### src/rtl/uart_loader.sv
// uart_loader: host-side command responder (W = write word, R = read word, J = boot) on a byte-wide UART.
// Define UART_LOADER_CHECKSUM_EN to require a trailing XOR byte on every command and on R replies.
module uart_loader #(
  parameter int                TOBITS         = 24,
  parameter logic [TOBITS-1:0] TIMEOUT_CYCLES = 24'd1000000,
  parameter logic [7:0]        ACK            = 8'h06,
  parameter logic [7:0]        NAK            = 8'h15
) (
  input  logic        clk,
  input  logic        rst,
  input  logic [7:0]  rx_q,
  input  logic        rx_dv,
  input  logic        rx_fe,
  output logic        rx_rd,
  output logic [7:0]  tx_d,
  output logic        tx_wr,
  input  logic        tx_thre,
  output logic [31:0] mem_addr,
  output logic [31:0] mem_wdata,
  output logic        mem_we,
  output logic        mem_re,
  input  logic [31:0] mem_rdata,
  input  logic        mem_ready,
  output logic        boot_req,
  output logic [31:0] boot_addr,
  output logic        busy
);

  localparam logic [7:0]        CMD_W  = 8'h57;
  localparam logic [7:0]        CMD_R  = 8'h52;
  localparam logic [7:0]        CMD_J  = 8'h4A;
  localparam logic [TOBITS-1:0] TO_ONE = {{(TOBITS-1){1'b0}}, 1'b1};
  localparam logic [TOBITS-1:0] TO_LAST = TIMEOUT_CYCLES - TO_ONE;

`ifdef UART_LOADER_CHECKSUM_EN
  typedef enum logic [2:0] {S_IDLE, S_ADDR, S_DATA, S_CHK, S_MEMWR, S_MEMRD, S_SEND, S_REPLY} state_t;
`else
  typedef enum logic [2:0] {S_IDLE, S_ADDR, S_DATA, S_MEMWR, S_MEMRD, S_SEND, S_REPLY} state_t;
`endif

  state_t            state;
  logic [7:0]        cmd;
  logic [7:0]        rbyte;
  logic [1:0]        cnt;
  logic [2:0]        scnt;
  logic [31:0]       addr;
  logic [31:0]       wdata;
  logic [31:0]       rdata;
  logic [TOBITS-1:0] to_cnt;
  logic              j_boot;
  logic              boot_pend;
`ifdef UART_LOADER_CHECKSUM_EN
  logic [7:0]        chk;
  logic [7:0]        rchk;
`endif

  logic        take;
  logic        can_send;
  logic [31:0] addr_nx;
  logic [31:0] wdata_nx;

  // The rx_rd/tx_wr guards stop a byte being taken or sent twice while the UART core catches up.
  assign take     = rx_dv & ~rx_rd;
  assign can_send = tx_thre & ~tx_wr;
  assign addr_nx  = {rx_q, addr[31:8]};
  assign wdata_nx = {rx_q, wdata[31:8]};
  assign busy     = (state != S_IDLE);

  always_ff @(posedge clk) begin
    if (rst) begin
      state     <= S_IDLE;
      cmd       <= 8'h00;
      rbyte     <= 8'h00;
      cnt       <= 2'd0;
      scnt      <= 3'd0;
      addr      <= 32'h0;
      wdata     <= 32'h0;
      rdata     <= 32'h0;
      to_cnt    <= '0;
      j_boot    <= 1'b0;
      boot_pend <= 1'b0;
      rx_rd     <= 1'b0;
      tx_d      <= 8'h00;
      tx_wr     <= 1'b0;
      mem_addr  <= 32'h0;
      mem_wdata <= 32'h0;
      mem_we    <= 1'b0;
      mem_re    <= 1'b0;
      boot_req  <= 1'b0;
      boot_addr <= 32'h0;
`ifdef UART_LOADER_CHECKSUM_EN
      chk       <= 8'h00;
      rchk      <= 8'h00;
`endif
    end else begin
      rx_rd     <= 1'b0;
      tx_wr     <= 1'b0;
      boot_req  <= boot_pend;
      boot_pend <= 1'b0;
      if (boot_pend)
        boot_addr <= addr;

      case (state)
        S_IDLE: begin
          if (take) begin
            rx_rd  <= 1'b1;
            cmd    <= rx_q;
            cnt    <= 2'd0;
            to_cnt <= '0;
            j_boot <= 1'b0;
`ifdef UART_LOADER_CHECKSUM_EN
            chk    <= rx_q;
`endif
            if (!rx_fe && (rx_q == CMD_W || rx_q == CMD_R || rx_q == CMD_J)) begin
              state <= S_ADDR;
            end else begin
              rbyte <= NAK;
              state <= S_REPLY;
            end
          end
        end

        S_ADDR: begin
          if (take) begin
            rx_rd  <= 1'b1;
            to_cnt <= '0;
            if (rx_fe) begin
              rbyte <= NAK;
              state <= S_REPLY;
            end else begin
              addr <= addr_nx;
              cnt  <= cnt + 2'd1;
`ifdef UART_LOADER_CHECKSUM_EN
              chk  <= chk ^ rx_q;
`endif
              if (cnt == 2'd3) begin
                if (cmd == CMD_W) begin
                  state <= S_DATA;
                end else begin
`ifdef UART_LOADER_CHECKSUM_EN
                  state <= S_CHK;
`else
                  if (cmd == CMD_R) begin
                    mem_re   <= 1'b1;
                    mem_addr <= {addr_nx[31:2], 2'b00};
                    state    <= S_MEMRD;
                  end else begin
                    rbyte  <= ACK;
                    j_boot <= 1'b1;
                    state  <= S_REPLY;
                  end
`endif
                end
              end
            end
          end else if (to_cnt == TO_LAST) begin
            state <= S_IDLE;
          end else begin
            to_cnt <= to_cnt + TO_ONE;
          end
        end

        S_DATA: begin
          if (take) begin
            rx_rd  <= 1'b1;
            to_cnt <= '0;
            if (rx_fe) begin
              rbyte <= NAK;
              state <= S_REPLY;
            end else begin
              wdata <= wdata_nx;
              cnt   <= cnt + 2'd1;
`ifdef UART_LOADER_CHECKSUM_EN
              chk   <= chk ^ rx_q;
              if (cnt == 2'd3)
                state <= S_CHK;
`else
              if (cnt == 2'd3) begin
                mem_we    <= 1'b1;
                mem_addr  <= {addr[31:2], 2'b00};
                mem_wdata <= wdata_nx;
                state     <= S_MEMWR;
              end
`endif
            end
          end else if (to_cnt == TO_LAST) begin
            state <= S_IDLE;
          end else begin
            to_cnt <= to_cnt + TO_ONE;
          end
        end

`ifdef UART_LOADER_CHECKSUM_EN
        // Only a clean byte equal to the running XOR lets the command reach the bus or boot.
        S_CHK: begin
          if (take) begin
            rx_rd  <= 1'b1;
            to_cnt <= '0;
            if (rx_fe || rx_q != chk) begin
              rbyte <= NAK;
              state <= S_REPLY;
            end else if (cmd == CMD_W) begin
              mem_we    <= 1'b1;
              mem_addr  <= {addr[31:2], 2'b00};
              mem_wdata <= wdata;
              state     <= S_MEMWR;
            end else if (cmd == CMD_R) begin
              mem_re   <= 1'b1;
              mem_addr <= {addr[31:2], 2'b00};
              state    <= S_MEMRD;
            end else begin
              rbyte  <= ACK;
              j_boot <= 1'b1;
              state  <= S_REPLY;
            end
          end else if (to_cnt == TO_LAST) begin
            state <= S_IDLE;
          end else begin
            to_cnt <= to_cnt + TO_ONE;
          end
        end
`endif

        S_MEMWR: begin
          if (mem_ready) begin
            mem_we <= 1'b0;
            rbyte  <= ACK;
            state  <= S_REPLY;
          end
        end

        S_MEMRD: begin
          if (mem_ready) begin
            mem_re <= 1'b0;
            rdata  <= mem_rdata;
            scnt   <= 3'd0;
`ifdef UART_LOADER_CHECKSUM_EN
            rchk   <= 8'h00;
`endif
            state  <= S_SEND;
          end
        end

        // Shift the read word out LSB first; the checksum build appends the XOR of the four bytes.
        S_SEND: begin
          if (can_send) begin
            tx_wr <= 1'b1;
            tx_d  <= rdata[7:0];
            rdata <= {8'h00, rdata[31:8]};
            scnt  <= scnt + 3'd1;
`ifdef UART_LOADER_CHECKSUM_EN
            rchk  <= rchk ^ rdata[7:0];
            if (scnt == 3'd4) begin
              tx_d  <= rchk;
              state <= S_IDLE;
            end
`else
            if (scnt == 3'd3)
              state <= S_IDLE;
`endif
          end
        end

        S_REPLY: begin
          if (can_send) begin
            tx_wr     <= 1'b1;
            tx_d      <= rbyte;
            boot_pend <= j_boot;
            j_boot    <= 1'b0;
            state     <= S_IDLE;
          end
        end

        default: state <= S_IDLE;
      endcase
    end
  end

endmodule

### config.mk
export PLATFORM = sky130hd
export DESIGN_NAME = uart_loader
export DESIGN_NICKNAME = d
export VERILOG_FILES = /design/src/rtl/uart_loader.sv
export SDC_FILE = /design/constraint.sdc
export NUM_CORES = 1
export LEC_CHECK = 0
export CAP_MARGIN = 20
export CELL_PAD_IN_SITES_DETAIL_PLACEMENT = 1
export CELL_PAD_IN_SITES_GLOBAL_PLACEMENT = 1
export CORE_MARGIN = 3
export CORE_UTILIZATION = 35
export CTS_CLUSTER_DIAMETER = 100
export DETAILED_ROUTE_END_ITERATION = 16
export PLACE_DENSITY_LB_ADDON = 0.1
export SLEW_MARGIN = 20
export SYNTH_ARGS = -nofsm -noshare
export SYNTH_HDL_FRONTEND = slang
export SYNTH_SLANG_ARGS = --single-unit
### constraint.sdc
create_clock -name clk -period 2.2 [get_ports clk]
set_input_delay 0.33 -clock clk [delete_from_list [all_inputs] [get_ports clk]]
set_output_delay 0.33 -clock clk [all_outputs]
set_load 0.05 [all_outputs]
==> metrics.txt <==
post-synthesis xor/xnor area fraction 0.001737; syn avg cell area approximately 8.4 sq um; synthesized cell area 10090 sq um; Cells after Synth between 1000 and 1500; final std cells w/o fill 1799; TritonCTS buffer count 27; met3 usage 0.02745; adder-cell share of the synthesized area 0.006946; met1 usage 0.2790; number of global-route vias before repair 9200; CTS clk-pin slew, worst paths roughly 0.06 ns; ANT cells 0; skew final slightly below 0.009 ns; clk sinks 240; Die Width 175.8 um; post-synthesis sequential area ratio 0.4763; commonest cells after routing, fill and taps aside 295 x nand2_1, 236 x dfxtp_1, 151 x clkdlybuf4s50_1; switching share of power 0.3139; Detailed Routing Iterations Pass 1 5; Critical Path RT 2.66 ns; ys async rst share 0; via count around 9200; Worst-Skew Late Latency ~0.55 ns; Root Driver clkbuf_16; register area between 4000 and 5000 sq um; fin nets between 1000 and 1500; EDFF count, synth 0; Final Util 0.4909; cell area power density just over 900 nW/um^2; Routed Wire Length 32370 um; max-cap violations 0; Die Height about 180 um; Final Setup Violations 0; Critical Path Source Type flop; core area approximately 28000 sq um; routability cong. 0.8609; final HPWL from detailed placement around 21000 um; I/O Buffers between 150 and 200; peak supply drop 0.5903 mV; Synth area leaders dfxtp_1 48%, nand2_1 11%, a21oi_1 6.9%, mux2i_1 6.0%, a311oi_2 4.5%; Final Hold Fails 0; Unique masters post-synth between 60 and 70; min-delay worst type in2reg; CP max FO 6; P_sw 3.943 mW; Min Clock Period, post-route about 2.2 ns; Gate power share 0.248; Int Power around 8.6 mW; multi-input logic area between 4000 and 5000 sq um; compound-cell area share of the yosys netlist 0.1777; met2 GRT Util 0.3253; main combinational cell family by area after synthesis simple AND/OR/NAND/NOR gates; H-tree levels 1; commonest non-fill, non-tap cell in the layout nand2_1; Critical Path AT 2.64 ns; I/O pin total 156; area grow syn2layout 36.69%; routed length per placed instance between 15 and 20 um; GRT busiest layer met2; Crit Path Class reg2reg; fillers about 3300; antenna violations before repair 0; sequential power share 0.378; max incr delay on CP 0.57 ns; Min Hold Slack about 0.23 ns; FMAX approximately 460 MHz; Synth Area in Simple Gates 0.2327; Ys Warns 0; Clk pwr share 0.373; RSZ-0062 raised after global routing true; GRT overflow 0; remaining antenna violation count 0; Rel. slew slack 0.5543; Worst Setup End Kind flop; pin count of the biggest net entering global routing 56; CTS tree built; vias per cell around 5; Site Rows between 60 and 70; fraction of synthesized area in multiplexers 0.06177; die area 30890 sq um; Synth Flop Type dfxtp_1; Max Slew Vio Count 0; placed insts 1727; clk buf depth 3; status finished clean; starting density of the core 0.3591; initial DRC count ~460; largest area contributor in the netlist dfxtp_1; DRC errors left 0; CP max stage cell or4b_4; final instance area approximately 14000 sq um; layout cells sized above 1 0.1485; actual slew at the worst max-slew pin 0.6685 ns; post-synthesis register bit count between 200 and 250; Placed Area 12490 sq um; CP Cell Sequence or3b_4 -> or4b_4 -> a21oi_4 -> buf_6 -> clkbuf_16 -> nor2_1 -> a311oi_2; leakage power 4.802 nW; first-pass GRT wire length between 50000 and 60000 um; GRT Overall Usage 0.1986; period utilization 0.9922; top-area cell type share of the netlist area 0.4763
-- cell usage after synthesis (all sizes together), types with 2 or more instances --
library cell,n
o21bai,2
ha,4
buf,21
a21oi,140
a31oi,3
mux2,2
o21ai,17
o31a,2
nand3,25
nor4,11
a41oi,2
and3,10
nand4b,2
maj3,2
a211oi,32
nor2b,6
a32oi,2
nand3b,3
o211ai,3
nor3,12
nand4,7
nand2,295
or4b,2
o31ai,9
nor2,119
a2111oi,2
or4,8
o21a,2
or3b,2
a311oi,33
a21o,3
nor3b,5
mux2i,60
or3,13
clkbuf,75
dfxtp,240
inv,4
nand2b,11
-- what timing repair did --
action                                  in CTS  in global routing
hold buffers                                 0                  0
pin swaps                                    2                 26
cloned                                       2                  5
setup buffers                                2                 14
endpoints found under the setup margin      16                 55
gates resized for setup                      1                 19
-- per-stage QoR --
| step | total power [mW] | setup WS, ns | TNS, ns |
|---|---|---|---|
| floorplan | 6.689 | 0.06933 | 0 |
| CTS | 12.66 | -0.01101 | -0.02990 |
| detailed placement | 7.940 | -0.1431 | -3.705 |
| global placement | 7.893 | -0.1927 | -1.498 |
| finish | 12.56 | 0.01717 | 0 |
| global route | 13.21 | -0.05399 | -0.3599 |
-- layer usage --
metal,vias up,share of wire
li1,4569,-
met1,4458,0.48
met2,158,0.47
met3,40,0.034
met4,0,0.018
met5,-,0
-- power by group through the flow --
stage	clock network, mW	logic [mW]	registers [mW]
CTS	4.79	3.12	4.75
global placement	0	3.06	4.84
floorplan	0	1.84	4.85
global route	4.99	3.43	4.79
finish	4.69	3.12	4.75
detailed placement	0	3.09	4.85
-- sequential cells by signal, summed over array words and instances, names as in the netlist, 2 cells and up --
register and count:
to_cnt 24, mem_addr 30, state 3, rdata 32, boot_addr 32, cnt 2, tx_d 8, addr 32
scnt 3, wdata 24, mem_wdata 32, cmd 8, rbyte 3
-- cell type report --
class / instances / share of cell area
timing repair buffer: 262 / 0.1920
sequential: 240 / 0.3488
clock buffer: 40 / 0.05690
multi-input combinational: 866 / 0.3569
inverter: 4 / 0.001089
tap: 378 / 0.03430
clock inverter: 9 / 0.009982
-- path summary, 6_finish.rpt --
path | from | to | slack, ns | cells after the start
max reg2reg | state[2] | mem_addr[24] | 0.02 | 7
min | rst | rbyte[1] | 0.23 | 2
max | state[2] | mem_addr[24] | 0.02 | 7
min reg2reg | mem_wdata[27] | mem_wdata[27] | 0.45 | 2
-- worst max-delay path, delay by kind of cell, from the launching register on --
kind	cells	cell delay (ns)
AOI/OAI and AO/OA	2	0.43
buffers and inverters	2	0.33
and+or+nand+nor	3	1.02
DFF	1	0.32
-- kinds of logic (layout without fill, tap and decap cells) --
| family | Yosys count | in the layout |
|---|---|---|
| xor gates and xnor gates | 2 | 2 |
| muxes | 62 | 62 |
| AOI/OAI and AO/OA | 257 | 257 |
| buffers and inverters | 100 | 315 |
| DFF | 240 | 240 |
| other | 1 | 2 |
| and+or+nand+nor | 537 | 537 |
| adders and majority gates | 6 | 6 |
Power figures use the tool's default switching activity.
